**src/rtl/mario_animator.sv**
```systemverilog
// Sprite-state sequencer for Mario: walk / fly / clamp / die animation selection,
// paced by frame_tick through one shared per-sprite frame counter.
module mario_animator #(
    parameter int WALK_FRAMES  = 6,
    parameter int CLAMP_FRAMES = 4,
    parameter int DIE_FRAMES   = 8
) (
    input  logic       clk,
    input  logic       rst,
    input  logic       frame_tick,
    input  logic       move_left,
    input  logic       move_right,
    input  logic       airborne,
    input  logic       clamp,
    input  logic       die,
    output logic [3:0] animate_state,
    output logic       facing_right,
    output logic       die_done
);

    typedef enum logic [3:0] {
        ST_STAND  = 4'b0000,
        ST_WL1    = 4'b0001,
        ST_WL2    = 4'b0010,
        ST_WL3    = 4'b0011,
        ST_WR1    = 4'b0100,
        ST_WR2    = 4'b0101,
        ST_WR3    = 4'b1110,
        ST_FLY_L  = 4'b0110,
        ST_FLY_R  = 4'b0111,
        ST_CLAMP1 = 4'b1000,
        ST_CLAMP2 = 4'b1001,
        ST_DIE1   = 4'b1010,
        ST_DIE2   = 4'b1011,
        ST_DIE3   = 4'b1100,
        ST_DIE4   = 4'b1101
    } anim_t;

    localparam logic [7:0] W_LAST = 8'(WALK_FRAMES - 1);
    localparam logic [7:0] C_LAST = 8'(CLAMP_FRAMES - 1);
    localparam logic [7:0] D_LAST = 8'(DIE_FRAMES - 1);

    anim_t      r_state;
    anim_t      w_state_next;
    logic [7:0] r_cnt;
    logic [7:0] w_cnt_next;
    logic       r_facing;
    logic       w_facing_next;
    logic       r_die_done;
    logic       w_restart;
    logic       w_dir;
    logic       w_dying;
    logic       w_walk_tick;
    logic       w_clamp_tick;
    logic       w_die_tick;

    assign w_dir        = move_left ^ move_right;
    assign w_dying      = (r_state == ST_DIE1) || (r_state == ST_DIE2) ||
                          (r_state == ST_DIE3) || (r_state == ST_DIE4);
    assign w_walk_tick  = frame_tick && (r_cnt == W_LAST);
    assign w_clamp_tick = frame_tick && (r_cnt == C_LAST);
    assign w_die_tick   = frame_tick && (r_cnt == D_LAST);

    always_ff @(posedge clk or posedge rst) begin
        if (rst) begin
            r_state    <= ST_STAND;
            r_cnt      <= 8'd0;
            r_facing   <= 1'b1;
            r_die_done <= 1'b0;
        end else begin
            r_state    <= w_state_next;
            r_cnt      <= w_cnt_next;
            r_facing   <= w_facing_next;
            r_die_done <= r_die_done | (w_state_next == ST_DIE4);
        end
    end

    always_comb begin
        w_state_next  = r_state;
        w_facing_next = r_facing;
        w_restart     = 1'b0;
        if (w_dying) begin
            if (w_die_tick) begin
                case (r_state)
                    ST_DIE1: w_state_next = ST_DIE2;
                    ST_DIE2: w_state_next = ST_DIE3;
                    ST_DIE3: w_state_next = ST_DIE4;
                    default: w_state_next = r_state;
                endcase
            end
        end else if (die) begin
            w_state_next = ST_DIE1;
        end else begin
            if (w_dir) w_facing_next = move_right;
            if (clamp) begin
                // re-stomping mid-sequence restarts CLAMP1 even if the sprite is unchanged
                w_state_next = ST_CLAMP1;
                w_restart    = 1'b1;
            end else if (r_state == ST_CLAMP1) begin
                if (w_clamp_tick) w_state_next = ST_CLAMP2;
            end else if (r_state != ST_CLAMP2 || w_clamp_tick) begin
                // free movement; the last CLAMP2 tick falls through here so walking restarts at phase 1
                if (airborne) begin
                    w_state_next = w_facing_next ? ST_FLY_R : ST_FLY_L;
                end else if (!w_dir) begin
                    w_state_next = ST_STAND;
                end else if (move_right) begin
                    case (r_state)
                        ST_WR1:  w_state_next = w_walk_tick ? ST_WR2 : ST_WR1;
                        ST_WR2:  w_state_next = w_walk_tick ? ST_WR3 : ST_WR2;
                        ST_WR3:  w_state_next = w_walk_tick ? ST_WR1 : ST_WR3;
                        default: w_state_next = ST_WR1;
                    endcase
                end else begin
                    case (r_state)
                        ST_WL1:  w_state_next = w_walk_tick ? ST_WL2 : ST_WL1;
                        ST_WL2:  w_state_next = w_walk_tick ? ST_WL3 : ST_WL2;
                        ST_WL3:  w_state_next = w_walk_tick ? ST_WL1 : ST_WL3;
                        default: w_state_next = ST_WL1;
                    endcase
                end
            end
        end
    end

    always_comb begin
        w_cnt_next = r_cnt;
        if (w_restart || (w_state_next != r_state)) begin
            w_cnt_next = 8'd0;
        end else if (frame_tick) begin
            w_cnt_next = r_cnt + 8'd1;
        end
    end

    assign animate_state = r_state;
    assign facing_right  = r_facing;
    assign die_done      = r_die_done;

endmodule

```
**config.mk**
```make
export PLATFORM = sky130hd
export DESIGN_NAME = mario_animator
export DESIGN_NICKNAME = d
export VERILOG_FILES = /design/src/rtl/mario_animator.sv
export SDC_FILE = /design/constraint.sdc
export NUM_CORES = 1
export LEC_CHECK = 0
export BUFFER_PORTS_ARGS = -buffer_cell sky130_fd_sc_hd__buf_2
export CAP_MARGIN = 20
export CORE_AREA = 2 2 60 62
export DETAILED_ROUTE_END_ITERATION = 12
export DIE_AREA = 0 0 62 64
export GPL_TIMING_DRIVEN = 0
export HOLD_SLACK_MARGIN = 0.06
export PLACE_DENSITY = 0.61
export SLEW_MARGIN = 20
export SYNTH_ARGS = -nofsm -noshare
export SYNTH_HDL_FRONTEND = slang
export SYNTH_SLANG_ARGS = --single-unit
export TNS_END_PERCENT = 100
```
**constraint.sdc**
```tcl
create_clock -name clk -period 5.6 [get_ports clk]
set_input_delay 1.12 -clock clk [delete_from_list [all_inputs] [get_ports clk]]
set_output_delay 1.12 -clock clk [all_outputs]
set_load 0.01 [all_outputs]
```
* Word level (Yosys, flattened, before mapping)
Cells that the tools add are included.
Storage, ports and cells: flip-flop bits (word level) 14, bits of input ports 8, output and inout bits 6, word-level logic and storage cells 64
Cells by class: add/sub/neg operators 1, equal/unequal tests 17, mux-type cells 28, bitwise gates (word level) 4, reductions and logical operators 10
Operator list (count):
- $mux W4 | 12
- $eq A4 B4 Y1 const B | 7
- $pmux W4 S3 | 2
- $eq A8 B3 Y1 const B | 2
- $mux W8 | 2
- $mux W1 | 9
- $add A8 B1 Y8 const B | 1
- $eq A4 B2 Y1 const B | 2
- $eq A4 B3 Y1 const B | 2
- $eq A8 B2 Y1 const B | 1
- $pmux W2 S3 | 1
- $logic_or A1 B1 Y1 | 5
- $eq A4 B1 Y1 const B | 1
- $mux W2 | 2
- $ne A4 B4 Y1 | 1
- $ne A4 B4 Y1 const B | 1
- $logic_and A1 B1 Y1 | 3
- $not A1 Y1 | 2
- $reduce_and A2 Y1 | 1
- $reduce_bool A2 Y1 | 1
- $or A1 B1 Y1 | 1
- $xor A1 B1 Y1 | 1

* Depth between registers and ports, before layout
Gate-level depths: netlist of run 1.
depth after elaboration 15, depth in mapped cells 9

* Worst setup path before layout of run 1
No wires, ideal clock.
path type input-to-reg, from input frame_tick, to register r_cnt[0], arrival time 2.868 ns, path slack 2.636 ns, cell stages on the path 7, path buffers 1, path through clkbuf_1 -> and4b_1 -> nand3_1 -> a211oi_1 -> mux2_2 -> a211o_4 -> nor4_2
Between the ends: word-level cells in the longest chain between the ends 14
RTL lines:
- start, declared | line 10 | input logic frame_tick,
- $logic_and A1 B1 Y1 | line 60 | assign w_walk_tick = frame_tick && (r_cnt == W_LAST);
- $mux W1 (tied with other cells) | line 109, 117
- $pmux W2 S3 or $pmux W4 S3 (tied branches) | line 115, 108
- $mux W4 | line 107 | end else if (move_right) begin
- $mux W4 | line 105 | end else if (!w_dir) begin
- $mux W4 | line 103 | if (airborne) begin
- $mux W4 | line 101 | end else if (r_state != ST_CLAMP2 || w_clamp_tick) begin
- $mux W4 | line 99 | end else if (r_state == ST_CLAMP1) begin
- $mux W4 | line 95 | if (clamp) begin
- $mux W4 | line 91 | end else if (die) begin
- $mux W4 | line 82 | if (w_dying) begin
- $ne A4 B4 Y1 | line 128 | if (w_restart || (w_state_next != r_state)) begin
- $logic_or A1 B1 Y1 | line 128
- $mux W8 or $reduce_bool A2 Y1 (tied branches)
- end signal, assigned | line 72 | r_cnt <= w_cnt_next;
- end, declared | line 45 | logic [7:0] r_cnt;
Several ways; a longest one is shown, not always the timed one. A chain may end at the register's enable or synchronous reset.

* Final worst setup path of run 1
from input frame_tick, to register r_cnt[6]
The elaborated chain is that of the path after synthesis.

==> results of run 1 <==
[metrics by stage]
| stage | worst slack, ns | hold slack (ns) | power (W) | instance area (um^2) | std cells |
|---|---|---|---|---|---|
| final | 2.508 | 0.4756 | 0.0004114 | 1421 | 198 |
| after global routing | 2.346 | 0.5025 | 0.0004449 | 1421 | 198 |
| after CTS | 2.543 | 0.4808 | 0.0004168 | 1421 | 198 |
| after detailed placement | 2.248 | 0.4603 | 0.0003402 | 1385 | 194 |
| after global placement | 2.403 | 0.4469 | 0.0003359 | 1385 | 194 |
| after floorplan | 2.636 | 0.5117 | 0.0002924 | 1267 | 136 |
[worst min path at each step]
stage | start | end | depth (start not counted)
CTS | die_done | die_done | 1
finish | die_done | die_done | 1
global placement | die_done | die_done | 1
global route | die_done | die_done | 1
floorplan | die_done | die_done | 1
detailed placement | die_done | die_done | 1
[cells by family (layout without fill, tap and decap cells)]
family | Yosys count | in the layout | share of synthesized area (%)
AND/OR/NAND/NOR | 53 | 53 | 30.31
AO/OA/AOI/OAI | 35 | 35 | 23.20
buffers and inverters | 20 | 36 | 7.207
flip-flops | 14 | 14 | 27.74
XOR/XNOR | 9 | 9 | 6.812
adder cells (fa/ha/maj) | 3 | 3 | 2.962
multiplexers | 2 | 2 | 1.777
[placed cells by master, fill, tap and decap left out, types with 3 or more instances in the layout]
cell and n:
buf_2 13, a211oi_1 5, o31ai_1 3, ha_1 3, nand2_1 5, dfrtp_1 13, o21ai_0 3, and4b_1 3
clkbuf_4 3, xor2_1 5, nor2_1 8, a21oi_1 4, inv_1 10, nand3_1 3, nand4_1 8, xnor2_1 3
clkbuf_1 7, nor4_2 9
[metal layers]
layer  vias to the layer above  share of wire [%]  track usage, %
li1                        560                  -               -
met5                         -                  0               0
met1                       555                 47           24.37
met4                         0                1.7           6.383
met3                         5                3.7           1.822
met2                        26                 47           25.00
[sequential cells by signal, summed over array words and instances (netlist names)]
register       count
die_done           1
r_cnt              8
animate_state      4
facing_right       1
[worst max-delay path: stages]
cell and delay (ns):
clkbuf_1 0.29, and4b_1 0.33, nand4_1 0.13, a311oi_1 0.52, a2111oi_0 0.20, nand4bb_1 0.21, buf_2 0.20, nor4_1 0.28
[layout make-up]
| class | instances | area (um^2) | share of cell area (%) |
|---|---|---|---|
| Clock buffer | 4 | 36.28 | 2.553 |
| Timing Repair Buffer | 12 | 60.06 | 4.225 |
| Tap cell | 46 | 57.56 | 4.049 |
| Buffer | 10 | 53.80 | 3.785 |
| Sequential cell | 14 | 351.6 | 24.74 |
| Inverter | 10 | 37.54 | 2.641 |
| Multi-Input combinational cell | 102 | 824.5 | 58.01 |
[power by group through the flow]
stage	registers, W	clock network [W]	logic (W)
5_1_grt	0.000139	0.0000814	0.000225
4_1_cts	0.000135	0.0000774	0.000205
3_3_place_gp	0.000136	0	0.000200
3_5_place_dp	0.000137	0	0.000204
6_report	0.000134	0.0000742	0.000203
2_1_floorplan	0.000140	0	0.000153
==> impl_metrics.yaml, run 1 <==
pwr:
  p_leak_nw: 0.5692
  power_density_mw_per_mm2: 289.5
  comb_power_share_pct: 49.3
  p_int_w: 0.0002396
  p_sw_share_pct: 41.76
  power_frac_clock_pct: 18.0
  p_seq_share_pct: 32.7
  ir_drop_v: 0.0001337
  switchingPower_w: 0.0001718
setup_path:
  crit_end: "r_cnt[6]"
  ff2ff_setup_slack_ns: 2.82
  reg2reg_depth: 8
  startpoint_type: "input port"
  r2r_end: "r_cnt[6]"
  critPathLaunch: "frame_tick"
  worstPathMaxFanout: 10
  worstPathRequired_ns: 5.79
  critPathKind: "in2reg"
  crit_path_end_kind: "flop"
  timing.rr.start: "animate_state[1]"
  crit_arrival_ns: 3.29
cts:
  cts_tree: "built"
  cts_hold_buf: 0
  cts_resized: 0
  clk_latency_ns: 0.29
  cts_buffers: 3
  htree_num_levels: 1
  clockBufferDepth: 2
  cts_root_buffer: "clkbuf_4"
  cts_sinks: 14
  clkSlewWorstSetupHoldPaths_ns: 0.09
  post-cts-setup-buffer-count: 0
sta:
  slew_violations: 0
  period_share_pct: 55.21
  post-route-min-period_ns: 3.092
  finalSetupViolations: 0
  finalHoldViolCount: 0
  fin_skew_ns: 0.002895
  fmax_mhz: 323.5
  slew_headroom_pct: 59.44
  rsz0062_at_grt: "false"
  fin_setup_tns_ns: 0
  tightestPinTransition_ns: 0.6054
layout:
  diodes: 0
  nets: 164
  final_util_pct: 43.28
  syn2layout_area_growth_pct: 12.14
  fillers: 339
  drive_gt1_share_pct: 25.66
global_routing:
  grt_max_degree: 15
  grt_pass1_vias: 1093
  grt_overflow_total: 0
  antenna_found_initial: 0
  grt_first_pass_wirelength_um: 5016
  grt_usage_pct: 16.78
logic_synthesis:
  yosysSeqAreaShare_pct: 27.74
  synth_top_cell_by_area: "dfrtp_1"
  ys_types: 49
  synth_area_per_cell_um2: 9.320
  synthCells: 136
  synth_nets: 147
  syn_area_mm2: 0.001267
  synth_common_cells: "dfrtp_1, inv_1, nor4_2, nand4_1, nor2_1"
  synthArstFlopShare_pct: 100.0
  synth_top_area_share_pct: 25.67
  yosysWarnings: 0
  synthMostInstantiatedCell: "dfrtp_1"
  ys_seq_elements: 14
  synth_edf_count: 0
  yosys-top-cells-area: "dfrtp_1, nor4_2, nand4_1"
  ys.flop_type: "dfrtp_1"
detailed_routing:
  routedWlPerCell_um: 15.28
  drt-total-wl_um: 3025
  ant_nets: 0
  drt_iter0_markers: 86
  drtPass1Iterations: 4
  vias_per_cell: 5.788
  drc: 0
  vias: 1146
placed_design:
  portBuffers: 12
  finalWeightedCongestion: 0.9134
  place_hpwl_um: 2306
floorplan:
  fp.coreArea_mm2: 0.003284
  die_y_um: 64
  die_w_um: 62
  core.rowCount: 21
  initial_utilization_pct: 38.59
  die_area_mm2: 0.003968
  io_pins: 14
status:
  status: "complete, no violations"
job:
  maxCapViolCount: 0
hold_path:
  min_path_type: "reg2reg"
No activity file was read; power rests on OpenSTA's default activity.
==> inputs of run 2 (changes only) <==
==> constraint.sdc (replaced) <==
create_clock -name clk -period 2.93 [get_ports clk]
set_input_delay 0.586 -clock clk [delete_from_list [all_inputs] [get_ports clk]]
set_output_delay 0.586 -clock clk [all_outputs]
set_load 0.01 [all_outputs]
==> impl_metrics.yaml, run 2 (synthesis gave the netlist of run 1 again) <==
setup_path:
  critPathKind: "reg2reg"
  critical-path-slowest-cell: "or4_4"
  cp_top_family: "compound AO/OA/AOI/OAI gates"
  crit_path_end_kind: "flop"
  critPathLaunch: "r_cnt[3]"
  path_buf_inv: 3
  cp_common_cell: "buf_6"
  startpoint_type: "flop"
  worstPathRequired_ns: 3.08
  cpPeakStageDelay_ns: 0.50
  path_cells: "buf_6, or4_4, buf_6, o311ai_1, a311oi_2, a2111oi_1, nand4bb_1, buf_2, nor4_1"
  crit_arrival_ns: 2.93
  timing.rr.start: "r_cnt[3]"
  worstPathMaxFanout: 8
detailed_routing:
  routedWlPerCell_um: 15.34
  vias: 1142
  met1_length_um: 1420
  drc: 0
  vias_per_cell: 5.768
  dr_wl_met2_um: 1455
  drt-total-wl_um: 3038
  ant_nets: 0
  drtPass1Iterations: 4
  drt_iter0_markers: 80
  routed-wl-met3_um: 109
  dr.max_layer_used: "met4"
floorplan:
  die_area_mm2: 0.003968
  io_pins: 14
  die_y_um: 64
  die_w_um: 62
  fp.coreArea_mm2: 0.003284
  core.rowCount: 21
  initial_utilization_pct: 38.59
layout:
  nets: 164
  largest_reg_flops: 8
  final_cell_mix: "buf_2, dfrtp_1, inv_1"
  final_cells: 198
  drive_gt1_share_pct: 26.32
  largest-register: "r_cnt"
  fillers: 337
  syn2layout_area_growth_pct: 12.73
  fin_area_mm2: 0.001429
  diodes: 0
placed_design:
  dp_cells: 194
  place_ws_ns: 0.1123
  placed_area_mm2: 0.001385
  finalWeightedCongestion: 0.9134
  place_hpwl_um: 2306
  portBuffers: 12
cts:
  cts_sinks: 14
  clockBufferDepth: 2
  cts_root_buffer: "clkbuf_4"
  clkSlewWorstSetupHoldPaths_ns: 0.09
  cts_tree: "built"
  cts_hold_buf: 0
  cts_buffers: 3
  clk_latency_ns: 0.29
  htree_num_levels: 1
sta:
  fin_skew_ns: 0.003109
  period_share_pct: 94.85
  finalSetupViolations: 0
  slew_headroom_pct: 59.39
  finalHoldViolCount: 0
  fmax_mhz: 359.8
  worst_slack_ns: 0.1509
  tightestPinTransition_ns: 0.6062
  slew_violations: 0
  rsz0062_at_grt: "false"
  post-route-min-period_ns: 2.779
  fin_setup_tns_ns: 0
pwr:
  power_density_mw_per_mm2: 551.9
  ir_drop_v: 0.0002559
  comb_power_share_pct: 49.4
  power_frac_clock_pct: 18.0
  p_sw_share_pct: 41.83
  p_leak_nw: 0.5701
  p_int_w: 0.0004588
  switchingPower_w: 0.0003299
  p_seq_share_pct: 32.6
global_routing:
  grt_usage_pct: 16.78
  grt_max_degree: 15
  grt_overflow_total: 0
  antenna_found_initial: 0
  grt_first_pass_wirelength_um: 5016
  grt_pass1_vias: 1093
job:
  maxCapViolCount: 0
status:
  status: "complete, no violations"
hold_path:
  min_path_type: "in2async"
==> run 2: layer usage <==
metal  up-vias  track usage, %
met2        24           25.00
met5         -               0
met3         5           1.822
li1        560               -
met4         0           6.383
met1       553           24.37
==> run 2: cell type report <==
| type | instances | area (um^2) | share of cell area (%) |
|---|---|---|---|
| Multi-Input combinational cell | 102 | 832.0 | 58.23 |
| Sequential cell | 14 | 351.6 | 24.61 |
| Timing Repair Buffer | 12 | 60.06 | 4.203 |
| Tap cell | 46 | 57.56 | 4.028 |
| Buffer | 10 | 53.80 | 3.765 |
| Inverter | 10 | 37.54 | 2.627 |
| Clock buffer | 4 | 36.28 | 2.539 |
==> run 2: what timing repair did <==
| item | CTS | global route |
|---|---|---|
| setup buffers | 0 | 0 |
| gates resized for setup | 0 | 2 |
| hold endpoints to repair | 0 | 0 |
| endpoints found under the setup margin | 0 | 1 |
==> run 2: power groups by stage <==
stage / logic [W] / registers, W / clock network (W)
global placement: 0.000383 / 0.000259 / 0
global route: 0.000432 / 0.000265 / 0.000155
floorplan: 0.000292 / 0.000267 / 0
finish: 0.000390 / 0.000257 / 0.000142
CTS: 0.000391 / 0.000257 / 0.000148
detailed placement: 0.000389 / 0.000261 / 0
==> run 2: final timing paths <==
kind / end / slack [ns] / cells after the start
max: r_cnt[6] / 0.15 / 9
max reg2reg: r_cnt[6] / 0.15 / 9
max in group asynchronous: facing_right / 2.26 / 2
min in group clk: die_done / 0.48 / 1
min: r_cnt[5] / 0.31 / 2
min reg2reg: die_done / 0.48 / 1
==> run 2: metrics by stage <==
stage / hold slack (ns) / utilization (%) / power, W
final: 0.3147 / 43.50 / 0.0007887
after floorplan: 0.4745 / - / 0.0005589
after global routing: 0.3543 / 43.50 / 0.0008525
after detailed placement: 0.4603 / 42.17 / 0.0006501
after CTS: 0.3347 / 43.28 / 0.0007966
after global placement: 0.4469 / 42.17 / 0.0006420
